==> src/rtl/data_mem_arbiter.sv <==
// data_mem_arbiter: round-robin two-port arbiter for the shared data memory.
// Port 0 is the CPU load/store path, port 1 the debug/program loader.
// One access is granted per cycle, and a port can hold the grant for a locked
// burst. Each read returns registered data one cycle after its ack.
//
// state    | meaning
// ---------+-----------------------------------------------------------
// ST_IDLE  | no owner; grant the lone requester, or the rr port if both
// ST_OWN0  | port 0 holds a locked burst; only port 0 is served
// ST_OWN1  | port 1 holds a locked burst; only port 1 is served
module data_mem_arbiter #(
  parameter int ADDR_W    = 6,
  parameter int DATA_W    = 32,
  parameter int BURST_MAX = 4
) (
  input  logic              clk,
  input  logic              reset,
  input  logic              req0,
  input  logic              we0,
  input  logic              lock0,
  input  logic [ADDR_W-1:0] addr0,
  input  logic [DATA_W-1:0] wdata0,
  output logic              ack0,
  output logic              rvalid0,
  output logic [DATA_W-1:0] rdata0,
  input  logic              req1,
  input  logic              we1,
  input  logic              lock1,
  input  logic [ADDR_W-1:0] addr1,
  input  logic [DATA_W-1:0] wdata1,
  output logic              ack1,
  output logic              rvalid1,
  output logic [DATA_W-1:0] rdata1,
  output logic [1:0]        owner
);

  localparam int DEPTH = 1 << ADDR_W;
  localparam int CNT_W = $clog2(BURST_MAX + 1);
  localparam logic [CNT_W-1:0] CNT_MAX = CNT_W'(BURST_MAX);
  localparam logic [CNT_W-1:0] CNT_ONE = CNT_W'(1);

  localparam logic [1:0] ST_IDLE = 2'b00;
  localparam logic [1:0] ST_OWN0 = 2'b01;
  localparam logic [1:0] ST_OWN1 = 2'b10;

  // The array is not affected by reset; it starts out all zeros.
  logic [DATA_W-1:0] mem [DEPTH] = '{default: '0};

  logic [1:0]       state, state_nxt;
  logic             rr, rr_nxt;
  logic [CNT_W-1:0] beat_cnt, beat_nxt, beat_inc;
  logic             gnt0, gnt1;

  // The beat count stops at BURST_MAX, so a lone locked requester can keep
  // going without the counter wrapping.
  assign beat_inc = (beat_cnt == CNT_MAX) ? beat_cnt : beat_cnt + CNT_ONE;

  // Work out the grant and the next state, rr pointer and beat count.
  always_comb begin
    gnt0      = 1'b0;
    gnt1      = 1'b0;
    state_nxt = state;
    rr_nxt    = rr;
    beat_nxt  = beat_cnt;
    case (state)
      ST_OWN0: begin
        if (req0) begin
          gnt0 = 1'b1;
          if ((req1 && beat_inc == CNT_MAX) || !lock0) begin
            state_nxt = ST_IDLE;
            rr_nxt    = 1'b1;
            beat_nxt  = '0;
          end else begin
            beat_nxt  = beat_inc;
          end
        end else begin
          // The owner dropped its request: release the lock without an ack.
          state_nxt = ST_IDLE;
          beat_nxt  = '0;
        end
      end
      ST_OWN1: begin
        if (req1) begin
          gnt1 = 1'b1;
          if ((req0 && beat_inc == CNT_MAX) || !lock1) begin
            state_nxt = ST_IDLE;
            rr_nxt    = 1'b0;
            beat_nxt  = '0;
          end else begin
            beat_nxt  = beat_inc;
          end
        end else begin
          state_nxt = ST_IDLE;
          beat_nxt  = '0;
        end
      end
      default: begin
        state_nxt = ST_IDLE;
        beat_nxt  = '0;
        if (req0 && (!req1 || !rr)) begin
          gnt0 = 1'b1;
          // With BURST_MAX of 1, a contested lock ends on its first beat.
          if (lock0 && !(req1 && BURST_MAX <= 1)) begin
            state_nxt = ST_OWN0;
            beat_nxt  = CNT_ONE;
          end else begin
            rr_nxt    = 1'b1;
          end
        end else if (req1) begin
          gnt1 = 1'b1;
          if (lock1 && !(req0 && BURST_MAX <= 1)) begin
            state_nxt = ST_OWN1;
            beat_nxt  = CNT_ONE;
          end else begin
            rr_nxt    = 1'b0;
          end
        end
      end
    endcase
    // Nothing is accepted while reset is held.
    if (reset) begin
      gnt0 = 1'b0;
      gnt1 = 1'b0;
    end
  end

  assign ack0  = gnt0;
  assign ack1  = gnt1;
  assign owner = state;

  // Register the arbiter state.
  always_ff @(posedge clk) begin
    if (reset) begin
      state    <= ST_IDLE;
      rr       <= 1'b0;
      beat_cnt <= '0;
    end else begin
      state    <= state_nxt;
      rr       <= rr_nxt;
      beat_cnt <= beat_nxt;
    end
  end

  // A granted write commits at the ack edge. At most one port is granted.
  always_ff @(posedge clk) begin
    if (gnt0 && we0) begin
      mem[addr0] <= wdata0;
    end else if (gnt1 && we1) begin
      mem[addr1] <= wdata1;
    end
  end

  // Port 0 read return: capture the data at the ack edge, and raise rvalid
  // for one cycle.
  always_ff @(posedge clk) begin
    if (reset) begin
      rvalid0 <= 1'b0;
      rdata0  <= '0;
    end else begin
      rvalid0 <= gnt0 && !we0;
      if (gnt0 && !we0) rdata0 <= mem[addr0];
    end
  end

  // Port 1 read return.
  always_ff @(posedge clk) begin
    if (reset) begin
      rvalid1 <= 1'b0;
      rdata1  <= '0;
    end else begin
      rvalid1 <= gnt1 && !we1;
      if (gnt1 && !we1) rdata1 <= mem[addr1];
    end
  end

endmodule

==> config.mk <==
export PLATFORM = sky130hd
export DESIGN_NAME = data_mem_arbiter
export DESIGN_NICKNAME = d
export VERILOG_FILES = /design/src/rtl/data_mem_arbiter.sv
export SDC_FILE = /design/constraint.sdc
export NUM_CORES = 2
export LEC_CHECK = 0
export ABC_AREA = 0
export CAP_MARGIN = 20
export CORE_UTILIZATION = 55
export DETAILED_ROUTE_END_ITERATION = 10
export PLACE_DENSITY = 0.71
export SLEW_MARGIN = 5
export SYNTH_ARGS = -nofsm -noshare
export SYNTH_HDL_FRONTEND = slang
export SYNTH_SLANG_ARGS = --single-unit
export TNS_END_PERCENT = 50
==> constraint.sdc <==
create_clock -name clk -period 12.7 [get_ports clk]
set_clock_uncertainty 0.2 [all_clocks]
set_input_delay 3.175 -clock clk [delete_from_list [all_inputs] [get_ports clk]]
set_output_delay 3.175 -clock clk [all_outputs]
set_load 0.05 [all_outputs]
==> impl_metrics.json <==
{
  "wl_met1_um": 106000,
  "yosys_warnings": 0,
  "syn2layout_area_growth_pct": 12.1,
  "stdcell_count": 7774,
  "path_clk_slew_ns": 0.07,
  "leakagePower_nw": 35.0,
  "met3_length_um": 37400,
  "setup_viol": 0,
  "grt_max_degree": 108,
  "die_width_um": 423,
  "synth_edf_count": 2048,
  "viasPerCell": 7.34,
  "rsz0062_at_grt": "false",
  "wl_per_cell_um": 38.4,
  "syn_inst": 5091,
  "num_rows": 153,
  "chipHeight_um": 423,
  "fin_setup_tns_ns": 0,
  "ys.flop_type": "edfxtp_1",
  "arrival_ns": 5.46,
  "clock-sinks": 2120,
  "final_nets": 5346,
  "layout_commonest_cell": "edfxtp_1",
  "antenna_found_initial": 21,
  "ff2ff_path_depth": 9,
  "synth.cell_area_um2": 97300,
  "period_minus_slack_ns": 8.83,
  "place_hpwl_um": 177000,
  "drtIter0Drc": 9279,
  "dpl_cell_area_um2": 102000,
  "cts_tree": "yes",
  "place.gp.congestion": 0.889,
  "cts_hold_buf": 0,
  "finalCritPeriodShare": 0.695,
  "cts_root_buffer": "clkbuf_16",
  "fp.dieArea_um2": 179000,
  "route.detailed.drc": 0,
  "final_hold_viol_count": 0,
  "initial_utilization": 0.557,
  "max_freq_mhz": 113,
  "crit_required_ns": 9.32,
  "fin_util": 0.624,
  "grt.overflow.total": 0,
  "ios": 154,
  "finalMaxSlewViolations": 0,
  "htree_levels": 4,
  "drt_wl_total_um": 298000,
  "cap_violations": 0,
  "ir_drop_v": 0.000151,
  "crit_type": "input port to output pin",
  "track_usage": 0.335,
  "hp-class": "flip-flop to flip-flop",
  "cts_resized": 0,
  "vias": 57052,
  "synthDistinctLibCells": 60,
  "crit_path_end_kind": "output pin",
  "grt_pass1_wl_um": 419000,
  "drive_above_1_share": 0.289,
  "synth_nets": 5180,
  "cts_buffers": 213,
  "postLayoutCellArea_um2": 109000,
  "dr.pass1.iters": 9,
  "hold_depth": 2,
  "worst_pin_slew_ns": 1.16,
  "ys_seq_area_frac": 0.647,
  "cts_buffer_depth": 3,
  "postSynth.asyncResetShare": 0,
  "clk_latency_ns": 0.84,
  "ant_nets": 0,
  "whs_ns": 0.280,
  "dp_cells": 7361,
  "cts_setup_buffers": 0,
  "ys_seq_elements": 2120,
  "portBuffers": 153,
  "grt_pass1_vias": 56252,
  "syn_area_per_cell_um2": 19.1,
  "routed-wl-met2_um": 137000,
  "status": "complete, no violations",
  "powerDensity_nw_per_um2": 141,
  "relSlewSlack": 0.224,
  "core_area_um2": 175000,
  "mostFrequentLayoutCells": "edfxtp_1 (2048), mux4_2 (933), mux2i_1 (452)",
  "startpoint_type": "input port",
  "worstPathMaxFanout": 10,
  "highest_layer": "met5"
}
-- stage by stage --
| step | power, mW | setup slack [ns] |
|---|---|---|
| finish | 15.4 | 3.87 |
| global route | 15.7 | 3.80 |
| CTS | 15.4 | 3.90 |
| detailed placement | 9.24 | 3.90 |
| global placement | 9.22 | 3.89 |
| floorplan | 8.75 | 4.65 |
-- worst max-delay path, stage by stage --
cell	delay, ns
clkdlybuf4s50_1	0.65
nand2b_1	0.36
nor3_1	0.39
clkdlybuf4s50_1	0.89
-- path summary, 6_finish.rpt --
| path | start | end | slack, ns |
|---|---|---|---|
| worst min-delay path | rdata0[29] | rdata0[29] | 0.28 |
| worst min register to register | rdata0[29] | rdata0[29] | 0.28 |
| worst max-delay path | reset | ack0 | 3.87 |
| worst max register to register | owner[0] | mem[26][9] | 6.88 |
-- where the power goes --
part / total, mW / switching, mW / internal [mW]
Clock: 6.25 / 2.69 / 3.56
Combinational: 1.32 / 0.838 / 0.480
Sequential: 7.80 / 0.0460 / 7.76
-- cells in the mapped netlist (all sizes together), types with 2 or more instances --
library cell	n	area, um2
a221o	8	80.1
a221oi	8	70.1
mux2i	452	4520
and2	6	37.5
and3	6	37.5
nand3	110	556
dfxtp	72	1440
buf	223	1300
o211ai	7	52.6
o41ai	5	43.8
a22oi	286	2150
a31oi	13	136
nand2	275	1030
o221ai	23	201
nor2b	24	150
edfxtp	2048	61500
a21oi	46	230
ha	5	62.6
mux2	10	113
a21boi	3	22.5
a32o	2	20.0
nand3b	3	22.5
or2	3	18.8
a2111oi	4	47.6
inv	12	45.0
o21ai	111	556
nand2b	10	62.6
o211a	2	20.0
nor4	2	12.5
a32oi	4	35.0
o22ai	32	200
nor2	119	447
a211oi	18	140
nor3	21	105
mux4	933	21000
nand4	4	25.0
clkbuf	166	623
-- area by class of cell --
class,count,area (um2)
fill,11969,65800
sequential,2120,62900
multi-input combinational,2570,33100
clock buffer,286,5860
timing repair buffer,340,3130
tap,2325,2910
clock inverter,113,1010
inverter,12,50.0
antenna,8,20.0
-- per-layer routing --
metal	up-vias	track usage
met1	30054	0.462
met2	4193	0.502
met5	-	0
li1	22068	-
met3	725	0.0791
met4	12	0.173
-- registers in the layout (all words and copies together) (netlist names) --
register and count:
rdata1 32, rvalid1 1, rvalid0 1, beat_cnt 3
owner 2, mem 2048, rr 1, rdata0 32
-- logic make-up after synthesis --
family	after synthesis	synth area share
buffers and inverters	401	0.0202
and+or+nand+nor	588	0.0262
AOI/OAI and AO/OA	581	0.0420
DFF	2120	0.647
adders and majority gates	5	0.000643
muxes	1395	0.264
xor gates and xnor gates	1	0.0000901
Power figures use the tool's default switching activity.
